## src/rtl/y_ctrl.sv

```systemverilog
// y_ctrl -- multi-cycle control unit for a small MIPS-like core.
//
// Purpose: sequences every instruction through FETCH/DECODE/EXEC/MEM/WB,
// owns the program counter and instruction register, generates the
// datapath control strobes, counts retired instructions and halts on a
// HALT opcode, an illegal instruction or a retire limit.
//
// Ports:
//   clk        single clock, rising edge
//   rst_n      asynchronous active-low reset
//   start      level; leaves IDLE and starts execution at ENTRY
//   ins[31:0]  instruction word from fetch, captured in FETCH
//   zero       ALU zero flag, used by beq in EXEC
//   PCin[31:0] registered program counter
//   RegDst, RegWrite, ALUSrc, MemRead, MemWrite   datapath controls
//   op[2:0]    ALU operation
//   state[2:0] current FSM state (debug)
//   retired    completed-instruction count, saturating at 255
//   done       sticky, set on entering HALT
//   err        sticky, set on an illegal instruction
module y_ctrl #(
  parameter logic [31:0] ENTRY   = 32'd128,
  parameter int          MAX_INS = 11
) (
  input  logic        clk,
  input  logic        rst_n,
  input  logic        start,
  input  logic [31:0] ins,
  input  logic        zero,
  output logic [31:0] PCin,
  output logic        RegDst,
  output logic        RegWrite,
  output logic        ALUSrc,
  output logic        MemRead,
  output logic        MemWrite,
  output logic [2:0]  op,
  output logic [2:0]  state,
  output logic [7:0]  retired,
  output logic        done,
  output logic        err
);

  localparam logic [2:0] S_IDLE   = 3'd0;
  localparam logic [2:0] S_FETCH  = 3'd1;
  localparam logic [2:0] S_DECODE = 3'd2;
  localparam logic [2:0] S_EXEC   = 3'd3;
  localparam logic [2:0] S_MEM    = 3'd4;
  localparam logic [2:0] S_WB     = 3'd5;
  localparam logic [2:0] S_HALT   = 3'd6;

  localparam logic       LIMIT_EN = (MAX_INS != 0);
  localparam logic [8:0] LIMIT    = 9'(MAX_INS);

  logic [2:0]  state_q, state_d;
  logic [31:0] pc_q, pc_d;
  logic [31:0] ir_q, ir_d;
  logic [7:0]  retired_q, retired_d;
  logic        done_q, done_d;
  logic        err_q, err_d;

  // Instruction decode, driven from the captured IR
  logic [5:0]  opcode, funct;
  logic        is_r, is_j, is_beq, is_addi, is_lw, is_sw;
  logic        r_ok, legal;
  logic [2:0]  r_op, alu_op;

  assign opcode  = ir_q[31:26];
  assign funct   = ir_q[5:0];
  assign is_r    = (opcode == 6'h00);
  assign is_j    = (opcode == 6'h02);
  assign is_beq  = (opcode == 6'h04);
  assign is_addi = (opcode == 6'h08);
  assign is_lw   = (opcode == 6'h23);
  assign is_sw   = (opcode == 6'h2b);

  always_comb begin
    r_ok = 1'b1;
    r_op = 3'b010;
    case (funct)
      6'h20:   r_op = 3'b010;
      6'h22:   r_op = 3'b110;
      6'h24:   r_op = 3'b000;
      6'h25:   r_op = 3'b001;
      6'h2a:   r_op = 3'b111;
      default: r_ok = 1'b0;
    endcase
  end

  assign legal  = (is_r & r_ok) | is_j | is_beq | is_addi | is_lw | is_sw;
  assign alu_op = is_r ? r_op : (is_beq ? 3'b110 : 3'b010);

  // PC candidates
  logic [31:0] pc_plus4, pc_jump, pc_branch;
  assign pc_plus4  = pc_q + 32'd4;
  assign pc_jump   = {pc_plus4[31:28], ir_q[25:0], 2'b00};
  assign pc_branch = pc_plus4 + {{14{ir_q[15]}}, ir_q[15:0], 2'b00};

  // State register
  always_ff @(posedge clk or negedge rst_n) begin
    if (!rst_n) begin
      state_q   <= S_IDLE;
      pc_q      <= 32'd0;
      ir_q      <= 32'd0;
      retired_q <= 8'd0;
      done_q    <= 1'b0;
      err_q     <= 1'b0;
    end else begin
      state_q   <= state_d;
      pc_q      <= pc_d;
      ir_q      <= ir_d;
      retired_q <= retired_d;
      done_q    <= done_d;
      err_q     <= err_d;
    end
  end

  // Next-state logic
  logic retire;

  always_comb begin
    state_d   = state_q;
    pc_d      = pc_q;
    ir_d      = ir_q;
    retired_d = retired_q;
    done_d    = done_q;
    err_d     = err_q;
    retire    = 1'b0;

    case (state_q)
      S_IDLE: begin
        if (start) begin
          state_d = S_FETCH;
          pc_d    = ENTRY;
        end
      end
      S_FETCH: begin
        ir_d    = ins;
        state_d = S_DECODE;
      end
      S_DECODE: begin
        if (legal) begin
          state_d = S_EXEC;
        end else begin
          // 0x3f is a clean halt; anything else unknown is an error halt
          state_d = S_HALT;
          done_d  = 1'b1;
          err_d   = (opcode != 6'h3f);
        end
      end
      S_EXEC: begin
        if (is_r || is_addi) begin
          state_d = S_WB;
        end else if (is_lw || is_sw) begin
          state_d = S_MEM;
        end else if (is_j) begin
          pc_d   = pc_jump;
          retire = 1'b1;
        end else begin
          pc_d   = zero ? pc_branch : pc_plus4;
          retire = 1'b1;
        end
      end
      S_MEM: begin
        if (is_lw) begin
          state_d = S_WB;
        end else begin
          pc_d   = pc_plus4;
          retire = 1'b1;
        end
      end
      S_WB: begin
        pc_d   = pc_plus4;
        retire = 1'b1;
      end
      S_HALT: begin
        state_d = S_HALT;
      end
      default: begin
        state_d = S_IDLE;
      end
    endcase

    // Retirement: count, then either fetch the next instruction or stop at
    // the limit. The limit compares the pre-increment count plus one so a
    // saturated counter can never alias onto it.
    if (retire) begin
      retired_d = (retired_q == 8'hFF) ? 8'hFF : retired_q + 8'd1;
      if (LIMIT_EN && (({1'b0, retired_q} + 9'd1) == LIMIT)) begin
        state_d = S_HALT;
        done_d  = 1'b1;
      end else begin
        state_d = S_FETCH;
      end
    end
  end

  // Output logic: controls come straight from state and IR so an
  // asynchronous reset clears them without waiting for a clock edge.
  logic in_instr;
  assign in_instr = (state_q == S_DECODE) || (state_q == S_EXEC) ||
                    (state_q == S_MEM)    || (state_q == S_WB);

  always_comb begin
    RegDst   = 1'b0;
    ALUSrc   = 1'b0;
    op       = 3'b000;
    RegWrite = 1'b0;
    MemRead  = 1'b0;
    MemWrite = 1'b0;
    if (in_instr && legal) begin
      RegDst   = is_r;
      ALUSrc   = is_addi | is_lw | is_sw;
      op       = alu_op;
      RegWrite = (state_q == S_WB);
      MemRead  = (state_q == S_MEM) & is_lw;
      MemWrite = (state_q == S_MEM) & is_sw;
    end
  end

  assign PCin    = pc_q;
  assign state   = state_q;
  assign retired = retired_q;
  assign done    = done_q;
  assign err     = err_q;

endmodule

```

## config.mk

```make
export PLATFORM = sky130hd
export DESIGN_NAME = y_ctrl
export DESIGN_NICKNAME = d
export VERILOG_FILES = /design/src/rtl/y_ctrl.sv
export SDC_FILE = /design/constraint.sdc
export NUM_CORES = 1
export LEC_CHECK = 0
export BUFFER_PORTS_ARGS = -buffer_cell sky130_fd_sc_hd__buf_4
export CORE_UTILIZATION = 59
export CTS_CLUSTER_SIZE = 10
export DETAILED_ROUTE_END_ITERATION = 8
export PLACE_DENSITY = 0.82
export RECOVER_POWER = 50
export SLEW_MARGIN = 5
export SYNTH_ARGS = -nofsm -noshare
export SYNTH_HDL_FRONTEND = slang
export SYNTH_SLANG_ARGS = --single-unit
```

## constraint.sdc

```tcl
create_clock -name clk -period 3.7 [get_ports clk]
set_input_delay 0.185 -clock clk [delete_from_list [all_inputs] [get_ports clk]]
set_output_delay 0.185 -clock clk [all_outputs]
set_load 0.03 [all_outputs]
```

# ---- After elaboration in Yosys (flattened, before gate mapping)
# Index checks and enable logic that the tools add are counted.
dict set report totals {
  register_bits 77
  in_bits 36
  output_inout_bits 53
  wordCells 95
}
dict set report classes {
  add_sub_neg 4
  n_eq_ne 27
  n_mux 34
  bitwise_logic 11
  reduce_logical 13
}
# cell n
set ops {}
lappend ops {{$mux 32} 6}
lappend ops {{$pmux 32 s4} 1}
lappend ops {{$eq 6x6->1 const B} 7}
lappend ops {{$add 32x3->32 const B} 1}
lappend ops {{$add 32x32->32} 1}
lappend ops {{$mux 3} 10}
lappend ops {{$pmux 3 s7} 1}
lappend ops {{$mux 1} 13}
lappend ops {{$pmux 3 s4} 1}
lappend ops {{$ne 2x2->1 const B} 5}
lappend ops {{$add 8x1->9 const B} 1}
lappend ops {{$eq 3x3->1 const B} 3}
lappend ops {{$eq 9x4->1 const B} 1}
lappend ops {{$add 8x1->8 const B} 1}
lappend ops {{$eq 8x8->1 const B} 1}
lappend ops {{$mux 8} 1}
lappend ops {{$or 1x1->1} 7}
lappend ops {{$eq 3x2->1 const B} 2}
lappend ops {{$eq 6x2->1 const B} 1}
lappend ops {{$eq 6x3->1 const B} 1}
lappend ops {{$eq 6x4->1 const B} 1}
lappend ops {{$logic_not 6->1} 1}
lappend ops {{$ne 3x3->1 const B} 2}
lappend ops {{$ne 6x6->1 const B} 1}
lappend ops {{other kinds (13)} 19}

# ---- Longest topological paths before layout
# Gate-level depths: netlist of run 1.
dict set report depth {
  ltp_word 13
  ltp_mapped 17
}

# ---- Worst setup path before layout of run 1
# No wires, ideal clock.
dict set report synth_path {
  kind {reg2reg}
  start {reg pc_q[4] (netlist: PCin[4])}
  end {reg pc_q[23] (netlist: PCin[23])}
  arrival_ps 3412
  t_required_ps 3568
  path_slack_ps 156
  path_stages_with_launch 16
  synth_period_minus_slack_ps 3544
  path_cell_list {dfrtp_1 buf_2 nand3_1 or2_4 nor2_4 nand4_1 xnor2_1 ha_1 o21a_1 a21oi_1 nand3_1 a21o_1 a21o_1 a221oi_1 xor2_1 o21ai_1}
}
dict set report synth_between {
  elab_chain_len 7
  word_cells_on_any_way 8
}
# element line_no
set synth_lines {}
lappend synth_lines {{from (decl)} 55} ;# logic [31:0] pc_q, pc_d;
lappend synth_lines {{from (signal assigned)} 109} ;# pc_q <= pc_d;
lappend synth_lines {{$add 32x3->32 (*)} 94} ;# assign pc_plus4 = pc_q + 32'd4;
lappend synth_lines {{$add 32x32->32} 96} ;# assign pc_branch = pc_plus4 + {{14{ir_q[15]}}, ir_q[15:0], 2'b00};
lappend synth_lines {{$mux 32} 159} ;# pc_d = zero ? pc_branch : pc_plus4;
lappend synth_lines {{$mux 32} 155} ;# end else if (is_j) begin
lappend synth_lines {{$mux 32} 153} ;# end else if (is_lw || is_sw) begin
lappend synth_lines {{$mux 32} 151} ;# if (is_r || is_addi) begin
lappend synth_lines {{$pmux 32 s4 (*)} 129} ;# case (state_q)
# Mark *: on every way between the ends. The rest lies on a longest branch, timed or not. The select of a mux whose other input is x is not followed.
# A chain may end at the register's enable or synchronous reset.

# ---- Worst setup path after layout of run 1
dict set report layout_path {
  start {reg pc_q[5] (netlist: PCin[5])}
  end {reg pc_q[24] (netlist: PCin[24])}
}
# The elaborated chain is that of the path after synthesis.

==> results.sh, run 1 <==
export IMPL_cts_htree_levels=3
export IMPL_avgSynthCellArea_um2=8.52
export IMPL_placed_cells=956
export IMPL_hp_start="ins[2]"
export IMPL_rr_endpoint="PCin[24]"
export IMPL_grt_max_degree=76
export IMPL_rr_startpoint="PCin[5]"
export IMPL_cpMostUsedCell="a21oi_1"
export IMPL_clock_skew_ps=12.0
export IMPL_period_needed_ps=3660
export IMPL_synth_edf_count=0
export IMPL_final_cell_mix="buf_4, nand2_1, dfrtp_1, nor2_1, a21oi_1"
export IMPL_clock_fmax_mhz=273
export IMPL_antenna_found_initial=0
export IMPL_routabilityCongestion=0.987
export IMPL_ir_worst_vdd_mv=0.574
export IMPL_cts_tree="yes"
export IMPL_grt_pass1_vias=6012
export IMPL_relSlewSlack_pct=-26.8
export IMPL_hold_depth=3
export IMPL_route_detailed_drc=0
export IMPL_worstMarginPinSlew_ps=1900
export IMPL_synth_warnings=0
export IMPL_worst_setup_path_type="reg -> reg"
export IMPL_synth_async_reset_ratio_pct=100
export IMPL_holdWs_ps=9.61
export IMPL_total_power_uw=7450
export IMPL_synth_distinct_cells=81
export IMPL_power_leakage_uw=0.00340
export IMPL_placement_rows=37
export IMPL_synthToLayoutAreaGrowth_pct=18.4
export IMPL_hold_violations=0
export IMPL_wl_per_cell_um=19.4
export IMPL_final_max_slew_viol_count=76
export IMPL_ys_flop_type="dfrtp_1"
export IMPL_instances_no_fill=988
export IMPL_ys_seq_elements=75
export IMPL_die_h_um=106
export IMPL_dp_hpwl_um=13400
export IMPL_violations="capacitance limit, slew limit"
export IMPL_grt_total_usage_pct=34.4
export IMPL_synthesis_area_mm2=0.00634
export IMPL_clk_pin_slew_ps=80
export IMPL_cp_cell_sequence="nand3_4 -> or2_4 -> nor2_4 -> nand2_2 -> xnor2_2 -> ha_1 -> and3_1 -> nand4_1 -> a21oi_1 -> o211ai_1 -> a21oi_1 -> o21ai_0 -> o41ai_1 -> a211oi_1 -> o22a_1"
export IMPL_cp_start_kind="flip-flop"
export IMPL_mostFrequentLayoutCell="buf_4"
export IMPL_status="complete, but fails checks"
export IMPL_postCtsHoldBufs=0
export IMPL_critPathRequiredTime_ps=3970
export IMPL_cp_max_fo=5
export IMPL_period_share_pct=98.9
export IMPL_pin_count=89
export IMPL_first_pass_iters=6
export IMPL_max_cap_violations=1
export IMPL_hold_path_class="in -> reg"
export IMPL_viasPerCell=6.41
export IMPL_r2r_slack_ps=40
export IMPL_end_kind="flip-flop"
export IMPL_critical_path_max_stage_delay_ps=420
export IMPL_drt_wl_total_um=19100
export IMPL_holdPathEnd="ir_q[2]"
export IMPL_postSynthCellCount=744
export IMPL_drtIter0Drc=635
export IMPL_final_nets=922
export IMPL_die_area_mm2=0.0112
export IMPL_slowest_stage="dfrtp_2"
export IMPL_final_util_pct=72.3
export IMPL_drive_gt1_share_pct=23.7
export IMPL_cts_root_buf="clkbuf_8"
export IMPL_drt_antenna_violating_nets=0
export IMPL_grt_ovfl_total=0
export IMPL_chipWidth_um=106
export IMPL_clock_sinks=75
export IMPL_numPortBuffers=86
export IMPL_vias=6329
export IMPL_grt_pass1_wl_um=30200
export IMPL_powerDensity_mw_per_mm2=993
export IMPL_cts_made_buffers=9
export IMPL_ys_seq_area_share_pct=29.6
export IMPL_clock_latency_ps=380
export IMPL_cp_arrival_ps=3930
export IMPL_antenna_cells=0
export IMPL_initial_core_util_pct=61.1
export IMPL_ctsLongestPathBuffers=2
export IMPL_setup_violations=0
export IMPL_core_area_mm2=0.0104
export IMPL_reg2reg_depth=15
per-stage QoR:
stage	cell area (um2)	setup TNS (ps)	setup slack (ps)
after floorplan	6340	0	156
after global placement	7170	0	121
after detailed placement	7170	0	69.1
after CTS	7380	0	41.8
after global routing	7500	-55.4	-37.1
final	7500	0	41.7
cell usage after synthesis, types with 4 or more instances:
cell	number	share of area, %
nor3_1	21	1.7
o211ai_1	10	1.2
a21o_1	17	2.0
nand3_1	22	1.7
a31oi_1	12	1.2
o221ai_1	4	0.55
nor2_1	67	4.0
mux2_2	29	5.2
o21ai_0	39	3.1
ha_1	37	7.3
nand2_1	71	4.2
inv_1	23	1.4
nand4_1	10	0.99
a22oi_1	5	0.59
buf_2	12	0.95
o21ai_1	12	0.95
xor2_1	23	3.2
a221oi_1	8	1.1
a211o_1	4	0.55
a211oi_1	10	1.2
nand2b_1	9	0.89
and3_1	13	1.3
a21oi_1	59	4.7
mux2i_1	9	1.4
clkbuf_1	15	0.89
nor2b_1	10	0.99
dfrtp_1	75	30
xnor2_1	26	3.6
cells by family (layout without fill, tap and decap cells):
family,after synthesis,after routing,share of synthesized area [%]
AO/OA/AOI/OAI,220,220,23.1
XOR/XNOR,52,52,7.54
adder cells (fa/ha/maj),38,38,7.62
buffers and inverters,57,164,3.97
flip-flops,75,75,29.6
multiplexers,38,38,6.57
other,1,2,0.0592
AND/OR/NAND/NOR,263,263,21.6
critical path: cells and delay by family (launching register included):
kind | cells | cell delay [ps]
AND/OR/NAND/NOR | 6 | 1090
AO/OA/AOI/OAI | 7 | 1500
XOR/XNOR | 1 | 150
flip-flops | 1 | 420
adder cells (fa/ha/maj) | 1 | 380
power breakdown:
| group | internal [uW] | switching (uW) | total [uW] | leakage, uW |
|---|---|---|---|---|
| Combinational | 1990 | 2950 | 4940 | 0.00239 |
| Clock | 392 | 329 | 721 | 0.000108 |
| Sequential | 1200 | 585 | 1790 | 0.000907 |
| Total | 3590 | 3860 | 7450 | 0.00340 |
registers in the layout, summed over array words and instances, names as in the netlist:
signal	count
done	1
err	1
PCin	30
ir_q	32
state	3
retired	8
layout make-up:
| cell class | count | area (um2) |
|---|---|---|
| clock buffer | 10 | 138 |
| inverter | 24 | 90.1 |
| timing repair buffer | 125 | 850 |
| tap | 136 | 170 |
| fill | 870 | 2870 |
| sequential | 75 | 1880 |
| clock inverter | 5 | 77.6 |
| multi-input combinational | 613 | 4290 |
what timing repair did:
| action | in CTS | in global routing |
|---|---|---|
| buffers inserted | 0 | 17 |
| gates resized for setup | 0 | 22 |
| setup endpoints to repair | 0 | 14 |
how the worst max path moves through the flow:
| stage | slack (ps) | from | endpoint | cells past startpoint |
|---|---|---|---|---|
| global placement | 120 | PCin[15] | PCin[28] | 15 |
| CTS | 40 | PCin[5] | PCin[24] | 14 |
| finish | 40 | PCin[5] | PCin[24] | 15 |
| floorplan | 160 | PCin[4] | PCin[23] | 15 |
| global route | -40 | PCin[3] | PCin[28] | 16 |
| detailed placement | 70 | PCin[15] | PCin[30] | 15 |
per-layer routing:
| metal | vias to the layer above | GRT usage, % | routed length, um | share of wire [%] |
|---|---|---|---|---|
| met5 | - | 0 | 0 | 0 |
| met4 | 0 | 15.2 | 596 | 3.1 |
| met3 | 55 | 5.38 | 1610 | 8.4 |
| met2 | 331 | 57.3 | 9090 | 48 |
| met1 | 3032 | 44.2 | 7830 | 41 |
| li1 | 2911 | - | - | - |
Power figures use the tool's default switching activity.
==> run 2: changes to the inputs <==
Settings changed: SETUP_SLACK_MARGIN from default to 0.15.
==> results.sh, run 2 (synthesis results as in run 1) <==
export IMPL_status="complete, but fails checks"
export IMPL_violations="capacitance limit, slew limit"
export IMPL_hold_violations=0
export IMPL_initial_core_util_pct=61.1
export IMPL_synthToLayoutAreaGrowth_pct=21.0
export IMPL_chipWidth_um=106
export IMPL_clk_pin_slew_ps=80
export IMPL_largest_reg_flops=32
export IMPL_grt_total_usage_pct=34.6
export IMPL_antenna_found_initial=0
export IMPL_die_h_um=106
export IMPL_register_area_mm2=0.00189
export IMPL_routabilityCongestion=0.987
export IMPL_core_area_mm2=0.0104
export IMPL_clock_sinks=75
export IMPL_dr_wl_met3_um=1700
export IMPL_drive_gt1_share_pct=26.0
export IMPL_drt_antenna_violating_nets=0
export IMPL_grt_pass1_vias=6075
export IMPL_placed_cell_area_mm2=0.00717
export IMPL_placement_rows=37
export IMPL_clock_skew_ps=13.0
export IMPL_regMostFlops="ir_q"
export IMPL_clock_latency_ps=380
export IMPL_clock_fmax_mhz=287
export IMPL_cp_arrival_ps=3800
export IMPL_dp_hpwl_um=13400
export IMPL_final_nets=928
export IMPL_die_area_mm2=0.0112
export IMPL_end_kind="flip-flop"
export IMPL_first_pass_iters=5
export IMPL_period_share_pct=94.3
export IMPL_cts_htree_levels=3
export IMPL_hold_path_class="in -> reg"
export IMPL_drt_wl_total_um=19600
export IMPL_ir_worst_vdd_mv=0.582
export IMPL_cp_start_kind="flip-flop"
export IMPL_wl_per_cell_um=19.7
export IMPL_postCtsHoldBufs=0
export IMPL_cts_made_buffers=9
export IMPL_dr_wl_met2_um=9420
export IMPL_rsz0062_at_grt="true"
export IMPL_grt_ovfl_total=0
export IMPL_critPathRequiredTime_ps=4010
export IMPL_period_needed_ps=3490
export IMPL_finalInstanceArea_mm2=0.00767
export IMPL_multi_input_area_mm2=0.00442
export IMPL_instances_no_fill=994
export IMPL_worstMarginPinSlew_ps=1930
export IMPL_wl_met1_um=7940
export IMPL_grt_pass1_wl_um=30300
export IMPL_drtIter0Drc=628
export IMPL_mostFrequentLayoutCell="buf_4"
export IMPL_vias=6479
export IMPL_powerDensity_mw_per_mm2=999
export IMPL_setup_violations=0
export IMPL_cts_tree="yes"
export IMPL_antenna_cells=0
export IMPL_numPortBuffers=86
export IMPL_viasPerCell=6.52
export IMPL_placed_cells=956
export IMPL_final_cell_mix="buf_4, nand2_1, dfrtp_1, nor2_1, a21oi_1"
export IMPL_relSlewSlack_pct=-28.8
export IMPL_power_leakage_uw=0.00345
export IMPL_holdWs_ps=15.1
export IMPL_worst_setup_path_type="reg -> reg"
export IMPL_ctsLongestPathBuffers=2
export IMPL_cp_max_fo=6
export IMPL_pin_count=89
export IMPL_fillCellCount=821
export IMPL_dr_max_layer_used="met4"
export IMPL_cts_root_buf="clkbuf_8"
export IMPL_final_max_slew_viol_count=76
export IMPL_route_detailed_drc=0
export IMPL_max_cap_violations=1
export IMPL_grt_max_degree=76
-- run 2: changes by cell type in the layout (fill, tap and decap cells not counted), moves of 2 or more --
cell | previous run | this run
ha_4 | 0 | 4
xnor2_2 | 7 | 9
xnor2_1 | 22 | 20
buf_4 | 101 | 105
clkbuf_1 | 23 | 25
ha_1 | 36 | 32
-- run 2: per-layer routing --
layer  vias to the layer above  global-route usage (%)
met2                       358                    57.6
li1                       2930                       -
met3                        56                    5.63
met4                         0                    15.4
met1                      3135                    44.1
met5                         -                       0
-- run 2: path summary, 6_finish.rpt --
check	end	slack [ps]	depth (start not counted)	start
worst max register to register	PCin[25]	210	16	PCin[3]
max in group asynchronous	PCin[13]	2070	1	rst_n
worst min register to register	done	510	1	done
min in group asynchronous	PCin[17]	350	1	rst_n
worst max-delay path	PCin[25]	210	16	PCin[3]
worst min-delay path	ir_q[2]	20	3	ins[2]
-- run 2: metrics by stage --
| stage | total power, uW | utilization, % | TNS, ps | setup WS, ps |
|---|---|---|---|---|
| floorplan | 5170 | - | 0 | 156 |
| global route | 8180 | 74.0 | -6.88 | -6.88 |
| detailed placement | 6520 | 69.1 | 0 | 69.1 |
| finish | 7660 | 74.0 | 0 | 210 |
| global placement | 6350 | 69.1 | 0 | 121 |
| CTS | 7310 | 71.5 | 0 | 168 |
-- run 2: timing repair --
| item | CTS | global route |
|---|---|---|
| buffers inserted | 1 | 22 |
| endpoints found under the setup margin | 8 | 16 |
| pin swaps | 2 | 27 |
| resized for setup | 8 | 33 |
-- run 2: critical path, stage by stage (launching register included) --
cell and delay [ps]:
dfrtp_1 440, ha_1 200, nand2_1 110, nor3_4 280, nand3_1 140, xor2_1 230, inv_1 120, ha_4 310
nand4_1 110, nor3_2 190, o2111ai_2 150, nand4b_1 230, nand2_1 120, o21ai_1 170, xor2_1 320, o221ai_2 160
a21oi_2 140
-- run 2: where the power goes --
group          internal (uW)  switching, uW  total, uW
Sequential              1200            595       1800
Clock                    392            327        719
Combinational           2100           3050       5150
-- run 2: final cells by class --
cell class                 count  share of cell area [%]
timing repair buffer         131                    11.6
clock inverter                 5                    1.01
tap                          136                    2.22
sequential                    75                    24.6
inverter                      24                    1.17
multi-input combinational    613                    57.7
clock buffer                  10                    1.79
==> run 3: changes to the inputs <==
Settings changed: CORE_UTILIZATION 59 to 45, PLACE_DENSITY 0.82 to 0.65.
==> results.sh, run 3 (synthesis results as in run 1) <==
export IMPL_cp_start_kind="flip-flop"
export IMPL_setup_violations=0
export IMPL_drive_gt1_share_pct=26.9
export IMPL_grt_ovfl_total=0
export IMPL_clock_latency_ps=360
export IMPL_status="complete, but fails checks"
export IMPL_drt_antenna_violating_nets=0
export IMPL_cp_arrival_ps=3820
export IMPL_holdWs_ps=33.5
export IMPL_cts_root_buf="clkbuf_16"
export IMPL_largest_reg_flops=32
export IMPL_regMostFlops="ir_q"
export IMPL_r2r_slack_ps=170
export IMPL_end_kind="flip-flop"
export IMPL_intPower_uw=3920
export IMPL_drtIter0Drc=501
export IMPL_clock_skew_ps=10.9
export IMPL_powerDensity_mw_per_mm2=996
export IMPL_cts_htree_levels=3
export IMPL_worstMarginPinSlew_ps=1930
export IMPL_cts_made_buffers=9
export IMPL_routabilityCongestion=0.966
export IMPL_initial_core_util_pct=45.8
export IMPL_drt_wl_total_um=19500
export IMPL_pwr_share_clk_pct=12.6
export IMPL_numPortBuffers=86
export IMPL_clk_pin_slew_ps=70
export IMPL_critPathRequiredTime_ps=3990
export IMPL_die_area_mm2=0.0146
export IMPL_viasPerCell=5.98
export IMPL_final_max_slew_viol_count=76
export IMPL_antenna_found_initial=0
export IMPL_grt_pass1_wl_um=30900
export IMPL_rsz0062_at_grt="true"
export IMPL_p_seq_share_pct=22.3
export IMPL_multi_input_area_mm2=0.00440
export IMPL_rr_startpoint="PCin[7]"
export IMPL_period_share_pct=95.4
export IMPL_core_area_mm2=0.0138
export IMPL_worst_setup_path_type="reg -> reg"
export IMPL_dp_hpwl_um=13900
export IMPL_power_leakage_uw=0.00357
export IMPL_hold_path_class="in -> reg"
export IMPL_grt_max_degree=76
export IMPL_cts_tree="yes"
export IMPL_wl_per_cell_um=18.7
export IMPL_vias=6245
export IMPL_period_needed_ps=3530
export IMPL_p_sw_share_pct=50.1
export IMPL_fillCellCount=1251
export IMPL_pin_count=89
export IMPL_clock_fmax_mhz=283
export IMPL_max_cap_violations=1
export IMPL_register_area_mm2=0.00188
export IMPL_total_power_uw=7870
export IMPL_grt_pass1_vias=5993
export IMPL_die_h_um=121
export IMPL_grt_total_usage_pct=27.5
export IMPL_violations="capacitance limit, slew limit"
export IMPL_clock_sinks=75
export IMPL_crit_start="PCin[7]"
export IMPL_hold_violations=0
export IMPL_first_pass_iters=5
export IMPL_rr_endpoint="PCin[25]"
export IMPL_reg2reg_depth=15
export IMPL_mostFrequentLayoutCell="buf_4"
export IMPL_postCtsHoldBufs=0
export IMPL_antenna_cells=0
export IMPL_final_cell_mix="buf_4, dfrtp_1, nand2_1, nor2_1, a21oi_1"
export IMPL_route_detailed_drc=0
export IMPL_ctsLongestPathBuffers=2
export IMPL_final_nets=933
export IMPL_chipWidth_um=121
export IMPL_cp_endpoint="PCin[25]"
export IMPL_p_sw_uw=3940
export IMPL_synthToLayoutAreaGrowth_pct=24.6
export IMPL_ir_worst_vdd_mv=0.463
export IMPL_p_comb_share_pct=65.1
export IMPL_relSlewSlack_pct=-28.4
export IMPL_placement_rows=43
export IMPL_cp_max_fo=5
-- run 3: cell count changes in the layout (fill, tap and decap cells not counted), sizes merged --
| cell | before | now |
|---|---|---|
| buf | 105 | 116 |
| clkinv | 2 | 1 |
| inv | 24 | 27 |
| clkbuf | 36 | 29 |
-- run 3: worst min-delay path by stage --
stage             from  endpoint  slack, ps  cells after the start
4_1_cts        ins[28]  ir_q[28]         20                      3
6_report       ins[28]  ir_q[28]         30                      3
3_5_place_dp   ins[28]  ir_q[28]        390                      3
2_1_floorplan    rst_n  PCin[10]       -110                      0
5_1_grt         ins[1]   ir_q[1]         50                      3
3_3_place_gp    ins[2]   ir_q[2]        400                      3
-- run 3: worst max-delay path, cell delays in order (launching register included) --
cell       delay [ps]
dfrtp_1           450
nand3_4           130
or2_4             300
nor2_4            120
nand4_1           180
xnor2_2           210
ha_1              360
nand4_1           180
nor3_2            250
o2111ai_2         180
nand4b_1          240
nand2_1           120
o21ai_1           180
xor2_1            240
o221ai_1          160
a21oi_2           150
-- run 3: cell type report --
class / instances / share of cell area [%]
well taps: 180 / 2.85
clock buffers: 9 / 2.85
flip-flops and latches: 75 / 23.8
inverters: 24 / 1.14
multi-input cells: 613 / 55.8
repair buffers: 136 / 12.3
clock inverters: 7 / 1.25
-- run 3: metal layers --
layer  GRT usage [%]  share of wire [%]  up-vias
li1                -                  -     2939
met3            5.99                7.5       47
met4            10.7                2.9        0
met2            44.3                 47      242
met1            35.9                 43     3017
met5               0                  0        -
-- run 3: repair_timing --
item / 4_1_cts / 5_1_grt
setup buffers: 7 / 15
gates resized for setup: 7 / 33
hold endpoints to repair: 0 / 0
setup endpoints to repair: 7 / 15
pin swaps: 5 / 13
-- run 3: power groups by stage --
stage	combinational (uW)	sequential, uW	clock, uW
2_1_floorplan	3220	1950	0
3_3_place_gp	4730	1740	0
3_5_place_dp	4830	1750	0
4_1_cts	4920	1740	1000
5_1_grt	5590	1820	1030
6_report	5120	1760	994
-- run 3: per-stage QoR --
step                util, %  instance area (um2)  TNS (ps)  setup slack [ps]  std cells
floorplan                 -                 6340         0               156        745
global placement       52.7                 7280      -376              -164       1006
detailed placement     52.7                 7280      -467              -219       1006
CTS                    55.6                 7680         0               126       1029
global route           57.1                 7900     -20.2             -20.2       1044
finish                 57.1                 7900         0               168       1044
